===== src/rtl/genius_pkg.sv =====
// genius_pkg: shared types and helpers for the sequence memory game engine.
// Latency: n/a (types, constants and a pure function only).
// Backpressure: n/a.
package genius_pkg;

    typedef enum logic [2:0] {
        IDLE,
        APPEND,
        SHOW_ON,
        SHOW_OFF,
        WAIT_IN,
        RELEASE,
        WIN,
        LOSE
    } state_t;

    // Fibonacci taps for x^8 + x^6 + x^5 + x^4 + 1 on a left-shifting register
    localparam logic [7:0] LFSR_TAPS = 8'hB8;

    // One-hot decode of a button index; callers truncate to their button count
    function automatic logic [7:0] onehot(input logic [2:0] v);
        logic [7:0] r;
        r    = 8'd0;
        r[v] = 1'b1;
        return r;
    endfunction

endpackage


===== src/rtl/genius_lfsr.sv =====
// genius_lfsr: free-running 8-bit Fibonacci LFSR feeding new game elements.
// Latency: new value every cycle after reset release, never held.
// Backpressure: none; consumers sample whatever value is current.
module genius_lfsr
    import genius_pkg::*;
#(
    parameter logic [7:0] seed = 8'hA5
) (
    input  logic       clock,
    input  logic       reset_n,
    output logic [7:0] q
);

    // Shift left, feeding back the parity of the tapped stages
    always_ff @(posedge clock or negedge reset_n) begin
        if (!reset_n) begin
            q <= seed;
        end else begin
            q <= {q[6:0], ^(q & LFSR_TAPS)};
        end
    end

endmodule


===== src/rtl/genius_engine.sv =====
// genius_engine: sequence memory game - appends a random element per round, plays it back, checks the replay.
// Latency: all outputs registered from the next state; they follow the causing condition by one clock edge.
// Backpressure: none; buttons are sampled every cycle and playback never stalls.
module genius_engine
    import genius_pkg::*;
#(
    parameter int         N_BTN         = 4,
    parameter int         MAX_LEN       = 16,
    parameter int         SHOW_TICKS    = 4,
    parameter int         GAP_TICKS     = 2,
    parameter int         TIMEOUT_TICKS = 64,
    parameter logic [7:0] LFSR_SEED     = 8'hA5,
    localparam int        IW            = $clog2(N_BTN),
    localparam int        RW            = $clog2(MAX_LEN + 1)
) (
    input  logic             clock,
    input  logic             reset_n,
    input  logic             start,
    input  logic [N_BTN-1:0] btn,
    output logic [N_BTN-1:0] led,
    output logic [RW-1:0]    round,
    output logic [RW-1:0]    best,
    output logic             win,
    output logic             lose,
    output logic             busy
);

    localparam int AW   = (MAX_LEN > 1) ? $clog2(MAX_LEN) : 1;
    localparam int TMAX = (SHOW_TICKS > GAP_TICKS) ? SHOW_TICKS : GAP_TICKS;
    localparam int TW   = $clog2(TMAX + 1);
    localparam int OW   = $clog2(TIMEOUT_TICKS + 1);

    localparam logic [IW:0]   NB_W   = (IW + 1)'(N_BTN);
    localparam logic [IW-1:0] NB_I   = IW'(N_BTN);
    localparam logic [TW-1:0] SHOW_L = TW'(SHOW_TICKS - 1);
    localparam logic [TW-1:0] GAP_L  = TW'(GAP_TICKS - 1);
    localparam logic [OW-1:0] TO_L   = OW'(TIMEOUT_TICKS - 1);
    localparam logic [RW-1:0] MAX_R  = RW'(MAX_LEN);

    state_t           state, state_n;
    logic [RW-1:0]    round_n, best_n, idx, idx_n, done;
    logic [TW-1:0]    tick, tick_n;
    logic [OW-1:0]    timer, timer_n;
    logic [N_BTN-1:0] btn_q, press, led_n;
    logic             start_q, start_rise;
    logic             mem_we;
    logic [IW-1:0]    mem [MAX_LEN];
    logic [IW-1:0]    new_elem, show_elem;
    logic [7:0]       exp_oh;
    logic [7:0]       lfsr_q;

    genius_lfsr #(
        .seed (LFSR_SEED)
    ) u_lfsr (
        .clock   (clock),
        .reset_n (reset_n),
        .q       (lfsr_q)
    );

    assign press      = btn & ~btn_q;
    assign start_rise = start & ~start_q;

    // Fold the LFSR value into the legal button range
    always_comb begin
        new_elem = IW'(lfsr_q);
        if ({1'b0, new_elem} >= NB_W) begin
            new_elem = new_elem - NB_I;
        end
    end

    // Next-state, counters and memory write enable
    always_comb begin
        state_n = state;
        round_n = round;
        idx_n   = idx;
        tick_n  = tick;
        timer_n = timer;
        mem_we  = 1'b0;
        exp_oh  = onehot(3'(mem[AW'(idx)]));

        case (state)
            APPEND: begin
                mem_we  = 1'b1;
                round_n = round + 1'b1;
                idx_n   = '0;
                tick_n  = '0;
                state_n = SHOW_ON;
            end
            SHOW_ON: begin
                if (tick == SHOW_L) begin
                    tick_n  = '0;
                    state_n = SHOW_OFF;
                end else if (tick != '1) begin
                    tick_n = tick + 1'b1;
                end
            end
            SHOW_OFF: begin
                if (tick == GAP_L) begin
                    tick_n = '0;
                    if (idx == round - 1'b1) begin
                        idx_n   = '0;
                        timer_n = '0;
                        state_n = WAIT_IN;
                    end else begin
                        idx_n   = idx + 1'b1;
                        state_n = SHOW_ON;
                    end
                end else if (tick != '1) begin
                    tick_n = tick + 1'b1;
                end
            end
            WAIT_IN: begin
                if (press == '0) begin
                    if (timer == TO_L) begin
                        state_n = LOSE;
                    end else if (timer != '1) begin
                        timer_n = timer + 1'b1;
                    end
                end else if (8'(press) == exp_oh) begin
                    idx_n   = idx + 1'b1;
                    state_n = RELEASE;
                end else begin
                    state_n = LOSE;
                end
            end
            RELEASE: begin
                if (btn == '0) begin
                    if (idx < round) begin
                        timer_n = '0;
                        state_n = WAIT_IN;
                    end else if (round == MAX_R) begin
                        state_n = WIN;
                    end else begin
                        state_n = APPEND;
                    end
                end
            end
            IDLE, WIN, LOSE: begin
                state_n = state;
            end
            default: begin
                state_n = IDLE;
            end
        endcase

        // A new game wins over every other transition
        if (start_rise) begin
            state_n = APPEND;
            round_n = '0;
        end
    end

    // Output values for the state being entered, with write-through for the first element
    always_comb begin
        show_elem = (mem_we && idx_n == round) ? new_elem : mem[AW'(idx_n)];
        case (state_n)
            SHOW_ON: led_n = N_BTN'(onehot(3'(show_elem)));
            RELEASE: led_n = btn;
            WIN:     led_n = '1;
            default: led_n = '0;
        endcase

        done   = (state_n == WIN) ? round : round - 1'b1;
        best_n = best;
        if ((state_n != state) && (state_n == WIN || state_n == LOSE) && (done > best)) begin
            best_n = done;
        end
    end

    // Sequence memory is written only when a round grows; contents survive reset
    always_ff @(posedge clock) begin
        if (mem_we) begin
            mem[AW'(round)] <= new_elem;
        end
    end

    // State, counters, edge-detect history and registered outputs
    always_ff @(posedge clock or negedge reset_n) begin
        if (!reset_n) begin
            state   <= IDLE;
            round   <= '0;
            best    <= '0;
            idx     <= '0;
            tick    <= '0;
            timer   <= '0;
            btn_q   <= '0;
            start_q <= 1'b0;
            led     <= '0;
            win     <= 1'b0;
            lose    <= 1'b0;
            busy    <= 1'b0;
        end else begin
            state   <= state_n;
            round   <= round_n;
            best    <= best_n;
            idx     <= idx_n;
            tick    <= tick_n;
            timer   <= timer_n;
            btn_q   <= btn;
            start_q <= start;
            led     <= led_n;
            win     <= (state_n == WIN);
            lose    <= (state_n == LOSE);
            busy    <= !(state_n == IDLE || state_n == WIN || state_n == LOSE);
        end
    end

endmodule


===== config.mk =====
export PLATFORM = sky130hd
export DESIGN_NAME = genius_engine
export DESIGN_NICKNAME = d
export VERILOG_FILES = /design/src/rtl/genius_pkg.sv /design/src/rtl/genius_lfsr.sv /design/src/rtl/genius_engine.sv
export SDC_FILE = /design/constraint.sdc
export NUM_CORES = 1
export LEC_CHECK = 0
export ABC_AREA = 1
export CAP_MARGIN = 20
export CELL_PAD_IN_SITES_DETAIL_PLACEMENT = 1
export CELL_PAD_IN_SITES_GLOBAL_PLACEMENT = 1
export CORE_ASPECT_RATIO = 1.75
export CORE_MARGIN = 2
export CORE_UTILIZATION = 48
export DETAILED_ROUTE_END_ITERATION = 16
export DONT_BUFFER_PORTS = 1
export PLACE_DENSITY_LB_ADDON = 0.15
export SLEW_MARGIN = 20
export SYNTH_ARGS = -nofsm -noshare
export SYNTH_HDL_FRONTEND = slang
export SYNTH_SLANG_ARGS = --single-unit
export TNS_END_PERCENT = 10

===== constraint.sdc =====
create_clock -name clock -period 5.15 [get_ports clock]
set_clock_uncertainty 0.2 [all_clocks]
set_input_delay 1.03 -clock clock [delete_from_list [all_inputs] [get_ports clock]]
set_output_delay 1.03 -clock clock [all_outputs]
set_load 0.02 [all_outputs]

## Yosys cells after proc, flatten, opt, wreduce, memory -nomap -nowiden

Memory sizes are Yosys's and may differ from the RTL's.
Cells that the tools add are included.

- Register bits after elaboration: 48
- Memory bits (writable): 32
- Bits of input ports: 7
- Memories: 1
- Output and inout bits: 17

- Bitwise operators: 4
- Multiplexer cells: 40
- Order comparisons: 6
- Equal/unequal tests: 28
- Reduce and logical (&&, ||, !) cells: 19
- $add $sub $neg: 5

Memory list:

| memory | depth | bits a word | rd ports | clocked after Yosys merged registers in | write ports | RTL line | source |
|---|---|---|---|---|---|---|---|
| mem | 16 | 2 | 2 | 0 | 1 | genius_engine.sv:47 | `logic [IW-1:0] mem [MAX_LEN];` |

Operators by type and width:

| operator | count |
|---|---|
| $mux 7 | 7 |
| $mux 3 | 12 |
| $mux 5 | 7 |
| $eq 3x3->1 const B | 7 |
| $pmux 7 s3 | 1 |
| $pmux 3 s6 | 1 |
| $pmux 5 s3 | 1 |
| $ne 2x2->1 const B | 7 |
| $eq 3x2->1 const B | 4 |
| $pmux 4 s3 | 1 |
| $add 5x1->5 const B | 2 |
| $eq 5x5->1 | 2 |
| $pmux 3 s3 | 1 |
| $logic_not 4->1 | 2 |
| $lt 2x4->1 const B | 2 |
| $reduce_and 8->1 | 1 |
| $reduce_xor 8->1 | 1 |
| $add 7x1->7 const B | 1 |
| $eq 7x6->1 const B | 1 |
| $ne 7x7->1 const B | 1 |
| $eq 3x1->1 const B | 2 |
| $logic_not 3->1 | 2 |
| $reduce_bool 3->1 | 2 |
| $eq 5x5->1 const B | 1 |
| other kinds (20) | 33 |

## Logic depth before layout (Yosys ltp)

An unclocked memory read counts as a cell.

- Depth after elaboration: 17
- Mapped depth: 28
- Gate-level depth less buffers: 27

## Modules after synthesis

A second synthesis with hierarchy kept.

- Cell total of the unflattened synthesis: 624
- Area, all modules: 4873.4 µm²

Modules (own cells, without submodules):

| module | seq. area each (µm²) | instances | area an instance (µm²) | cells each |
|---|---|---|---|---|
| genius_engine | 1961.9 | 1 | 4596.9 | 599 |
| genius_lfsr | 205.2 | 1 | 276.5 | 25 |

## Worst setup path before layout

OpenSTA, ideal clock, no wires.

- Path kind: register to register
- Start: register round[0]
- End: register best[1]
- Data required time: 4.824 ns
- Library setup time: 0.126 ns
- Arrival: 3.501 ns
- Path slack: 1.322 ns
- Clock period less this slack: 3.828 ns
- Path buffers: 1
- Cell stages (with the launch flop): 25
- Cells stage by stage: dfrtp_1 inv_2 ha_1 xnor2_1 nor3_1 nand2_1 a21oi_1 nand3_1 nand2_2 nand4_1 a31oi_1 nand2_1 nand2_1 nor2_1 nand2_1 buf_2 o21ai_0 ha_1 nand2_1 nor3_1 o22ai_1 nor2_1 nand2_1 inv_1 o21ai_0

- Word-level cells in the longest chain between the ends: 10
- Elaborated cells on any way between the ends: 19
- Classes of those cells: 1 x add/sub; 2 x order compare; 5 x eq/ne; 8 x mux; 3 x reduce/logical

Ends and longest elaborated chain:

| element | RTL line | source |
|---|---|---|
| start: declaration | genius_engine.sv:21 | `output logic [RW-1:0] round,` |
| start signal: assignment | genius_engine.sv:194 | `round <= round_n;` |
| $sub 5x1->5 or $eq 5x5->1 (tied branches) | genius_engine.sv:100, genius_engine.sv:163, genius_engine.sv:131 |  |
| $eq 5x5->1 or $mux 3 (tied branches) | genius_engine.sv:100, genius_engine.sv:131 |  |
| $mux 3, on equally long branches | genius_engine.sv:100, genius_engine.sv:128 |  |
| $mux 3, on equally long branches | genius_engine.sv:98, genius_engine.sv:127 |  |
| $pmux 3 s6 | genius_engine.sv:81 | `case (state)` |
| $mux 3 | genius_engine.sv:147 | `if (start_rise) begin` |
| $eq 3x3->1 | genius_engine.sv:163 | `done = (state_n == WIN) ? round : round - 1'b1;` |
| $mux 5 * | genius_engine.sv:163 |  |
| named net done[4] | genius_engine.sv:41 | `logic [RW-1:0] round_n, best_n, idx, idx_n, done;` |
| $gt 5x5->1 * | genius_engine.sv:165 | `if ((state_n != state) && (state_n == WIN \|\| state_n == LOSE) && (done > best)) begin` |
| $logic_and 1x1->1 * | genius_engine.sv:165 |  |
| end signal: assignment | genius_engine.sv:195 | `best <= best_n;` |
| end: declaration | genius_engine.sv:22 | `output logic [RW-1:0] best,` |

Mark *: on every way through the listed nets, which the timed path passes. The rest lies on a longest branch.
A chain may end at the register's enable or synchronous reset.

## Final worst setup path

- Start: register idx[1]
- End: register best[4]

- Word-level cells in the longest chain between the ends: 14
- Elaborated cells on any way between the ends: 25
- Classes of those cells: 4 x order compare; 5 x eq/ne; 11 x mux; 4 x reduce/logical; 1 x memory

Ends and longest elaborated chain:

| element | RTL line | source |
|---|---|---|
| start: declaration | genius_engine.sv:41 |  |
| start signal: assignment | genius_engine.sv:196 | `idx <= idx_n;` |
| $mem_v2 16x2 | n/a |  |
| $lt 2x4->1 (implied by the code) or $ge 2x1->1 (tied branches) | genius_pkg.sv:24 | `r[v] = 1'b1;` |
| $logic_and 1x1->1 (implied by the code) | genius_pkg.sv:24 |  |
| $mux 1 (implied by the code) | genius_pkg.sv:24 |  |
| $demux 1 s2 | genius_pkg.sv:24 |  |
| $eq 4x4->1 | genius_engine.sv:119 | `end else if (8'(press) == exp_oh) begin` |
| $mux 2 | genius_engine.sv:119 |  |
| $mux 3 | genius_engine.sv:113 | `if (press == '0) begin` |
| $pmux 3 s6 * | genius_engine.sv:81 |  |
| $mux 3 * | genius_engine.sv:147 |  |
| $eq 3x3->1 * | genius_engine.sv:163 |  |
| $mux 5 * | genius_engine.sv:163 |  |
| named net done[2] | genius_engine.sv:41 |  |
| $gt 5x5->1 * | genius_engine.sv:165 |  |
| $logic_and 1x1->1 * | genius_engine.sv:165 |  |

Marks and branches as above.

==> results.md <==
- The number of global-route vias before repair is 4755.
- The max-slew violation count came to 0.
- The data required time at the worst endpoint is 5.17 ns.
- Together, buffers and inverters on the worst path number 2.
- The family with the most delay on the worst path is simple AND/OR/NAND/NOR gates.
- The largest single stage delay on the critical path is 0.76 ns.
- The worst setup path is launched from a flop.
- Setup repair after global routing left no endpoint under its margin.
- The maximum level of the CTS H-tree is 3.
- The hold slack is 0.164 ns.
- The maximum buffer depth of the clock tree is 2.
- The total die area is 0.0110 mm2.
- At the end of the flow, the number of nets in the layout was 652.
- The detailed-router iteration count before antenna repair is 4.
- The total via count after detailed routing is 4332.
- In the final routed layout, each cell accounts on average for 19.9 um.
- For the pin with the worst max-slew slack, the measured transition is 0.746 ns.
- The number of I/O pins is 24.
- The startpoint of the lowest-slack register-to-register path is idx[1].
- The distinct cell type count of the synthesized netlist is 41.
- The register-to-register setup slack is 0.61 ns.
- VDD sags by at most 279 uV.
- The layout overhead on the synthesized area is 7.88%.
- After synthesis the cells add up to 0.00488 mm2.
- The data arrival time of the critical path is 4.56 ns.
- The first-pass GRT wire length is 24200 um.
- After synthesis, the share of flip-flops with an asynchronous set or reset is 60.0%.
- The type of the setup path with the least slack is flop to flop.
- From left edge to right edge, the die measures 80.2 um.
- The antenna cell count is 0.
- In the post-synthesis netlist, the biggest area contributors are dfrtp_1, edfxtp_1, nand3_1, nand2_1, inv_1.
- Yosys printed 0 warnings.
- The initial antenna violation count is 0.
- The total of max-cap violations is 0.
- The total number of clock tree sinks is 80.
- In this run the clock root is driven by a clkbuf_16.
- Input and output buffers added on the ports amount to 0.
- The cell type with the largest total area after synthesis is dfrtp_1.
- The worst relative slew slack is 49.8%.
- The flip-flop and latch area is 0.00217 mm2.
- The mean cell area of the mapped netlist is 7.85 um2.
- The layout has 1266 filler cells.
- The detailed-route vias per instance is 5.73.
- For this run, the top clock speed supported by timing is 0.220 GHz.
- The clock latency at the later pin of the worst-skew pair is 0.35 ns.
- The critical path goes through inv_2 -> nand3_1 -> nand3_1 -> nand3_1 -> nand3_1 -> nand3_1 -> nand2_2 -> nand2_4 -> nand2_1 -> nand2_1 -> nand2_1 -> nor2_1 -> nand2_1 -> o21ai_0 -> ha_1 -> a21oi_1 -> o21ai_0 -> o22ai_1 -> nor2_1 -> nand2_1 -> inv_1 -> nand2_1 -> o21ai_0.
- The run finished with clean final reports.
- The synthesized net count is 647.
- The area used by multi-input combinational logic is 0.00226 mm2.
- At the end of routability-driven placement, the weighted congestion stood at 0.885.
- In this run the most critical hold path is launched from u_lfsr.q[6].
- Global routing finished with a remaining overflow of 0.
- Global routing used 29.7% of the available tracks.
- The wire-length estimate of the detail-placed layout is 11400 um.
- The post-cts gate resize count is 0.
- The standard cell core area is 0.00991 mm2.
- The worst path uses 88.1% of the clock period.
- The sort of element at the end of the critical path is a flop.
- Counting cells, the worst reg-to-reg path comes to 23.
- The register bit count reported by yosys is 80.
- For this design the ratio of total power to cell area is 593 mW/mm2.
- Setup violations remaining at the end of the flow were counted as 0.
- The accumulated negative setup slack is 0 ns.
- The detailed router finished its first iteration with 193 violations.
- The final wirelength is 15000 um.
- The top cell type by area accounts for 22.6% of the synthesized area.
- Counting every instance in the synthesized netlist gives 621.
- Counting I/O delays and the setup requirement, the final critical path takes 4.54 ns.
- The number of cells on the worst hold path is 0.
- The worst min-delay path category is flop to flop.
- Once the clock tree was built, the setup fixing pass inserted 0 buffers.
- The clock input transition at the sequential cells of the worst setup and hold paths is 0.06 ns.
- Entering global routing, the biggest net connects 49 pins.
- The CTS tree is yes.
- After synthesis, flip-flops and latches occupy 44.4% of the total area.
- After detailed routing, the number of remaining DRC violations is 0.
- The final hold violation count is 0.
- The dominant register cell in the synthesized netlist is dfrtp_1.
- The slowest stage cell on the critical path is dfrtp_1.
- The die height is 137 um.
- In this run the critical register-to-register path is captured at best[4].
- The leakage power summed over all cells is 2.49 nW.
- Counting flops with a built-in enable in the synthesized netlist gives 32.
- Of all nets on the critical path, the largest fanout is 14.
- In this run, post-CTS hold repair placed 0 buffers.
- The fraction of final layout cells sized beyond drive strength 1 is 6.66%.
- The cell occurring most often along the worst timing path is nand2_1.
- The end point of the worst hold path is u_lfsr.q[7].
- The initial utilization of the core area, before any placement, comes to 49.2%.
- The TritonCTS buffer count is 9.
- The count of antenna-violating nets left after detailed routing is 0.
- The floorplan has 48 rows.
[where the power goes]
group / switching (mW) / internal, mW
Combinational: 1.15 / 0.497
Sequential: 0.140 / 0.741
Clock: 0.265 / 0.328
Total: 1.55 / 1.57
[Yosys cell counts, drive strengths merged (2+ instances only)]
master,number
inv,97
o21bai,2
buf,10
dfrtp,44
nor4,3
a31oi,2
nor3,12
nand2,151
o221ai,2
edfxtp,32
nand4,7
ha,19
dfstp,4
a21oi,19
xor2,13
xnor2,4
o22ai,2
o21ai,34
nand3b,3
nor2,41
nand3,110
nor3b,2
[registers in the layout, summed over array words and instances, names as in the netlist, 4 cells and up]
register	cells
best	5
timer	7
round	5
u_lfsr.q	8
led	4
idx	5
mem	32
btn_q	4
[worst max-delay path by stage]
stage,startpoint,endpoint,slack [ns],cells past startpoint
after floorplan,round[0],best[1],1.32,24
after global placement,btn[1],best[3],0.68,18
after detailed placement,btn[1],best[4],0.52,19
after CTS,idx[1],best[4],0.61,23
after global routing,round[1],best[4],0.17,26
final,idx[1],best[4],0.61,23
[stage by stage]
stage	setup slack, ns	total power [mW]	instance area (um2)	util [%]	instances
2_1_floorplan	1.32	2.07	4880	-	621
3_3_place_gp	0.678	2.44	4990	50.3	740
3_5_place_dp	0.523	2.51	4990	50.3	740
4_1_cts	0.612	3.11	5260	53.1	756
5_1_grt	0.172	3.35	5260	53.1	756
6_report	0.612	3.12	5260	53.1	756
[area by class of cell]
cell class | instances | area share, %
inverter | 98 | 6.99
timing repair buffer | 5 | 0.713
clock buffer | 10 | 4.35
clock inverter | 6 | 0.832
tap | 125 | 2.97
multi-input combinational | 432 | 42.9
sequential | 80 | 41.2
[placed cells by master (no fill, tap or decap), types with 2 or more instances in the layout]
| cell | n |
|---|---|
| inv_2 | 4 |
| nor2_1 | 40 |
| edfxtp_1 | 32 |
| clkbuf_16 | 9 |
| nand2_2 | 5 |
| clkinvlp_4 | 2 |
| nand2_1 | 143 |
| nand2_4 | 3 |
| dfrtp_1 | 44 |
| a21oi_1 | 18 |
| nand3_2 | 2 |
| xor2_1 | 12 |
| nor3_1 | 12 |
| o221ai_1 | 2 |
| dfstp_2 | 4 |
| o21ai_0 | 32 |
| o21ai_1 | 2 |
| nand4_1 | 7 |
| nand3b_1 | 3 |
| xnor2_1 | 4 |
| nor4_1 | 3 |
| a31oi_1 | 2 |
| nand3_1 | 108 |
| nor3b_1 | 2 |
| o22ai_1 | 2 |
| buf_4 | 5 |
| ha_1 | 19 |
| inv_1 | 93 |
[kinds of logic (layout without fill, tap and decap cells)]
family          count (synthesis)  in the layout  share of synthesized area, %
simple gates                  329            329                          30.3
buf+inv                       109            119                          9.24
flops                          80             80                          44.4
compound gates                 67             67                          7.93
fa+ha+maj                      19             19                          4.87
xor+xnor                       17             17                          3.21
[layer usage]
| layer | wire length [um] | GRT usage, % | vias up |
|---|---|---|---|
| met5 | 0 | 0 | - |
| met4 | 1070 | 20.3 | 0 |
| met3 | 462 | 4.91 | 50 |
| met2 | 8070 | 53.6 | 94 |
| met1 | 5420 | 30.6 | 2130 |
| li1 | - | - | 2058 |
No activity file was read; power rests on OpenSTA's default activity.
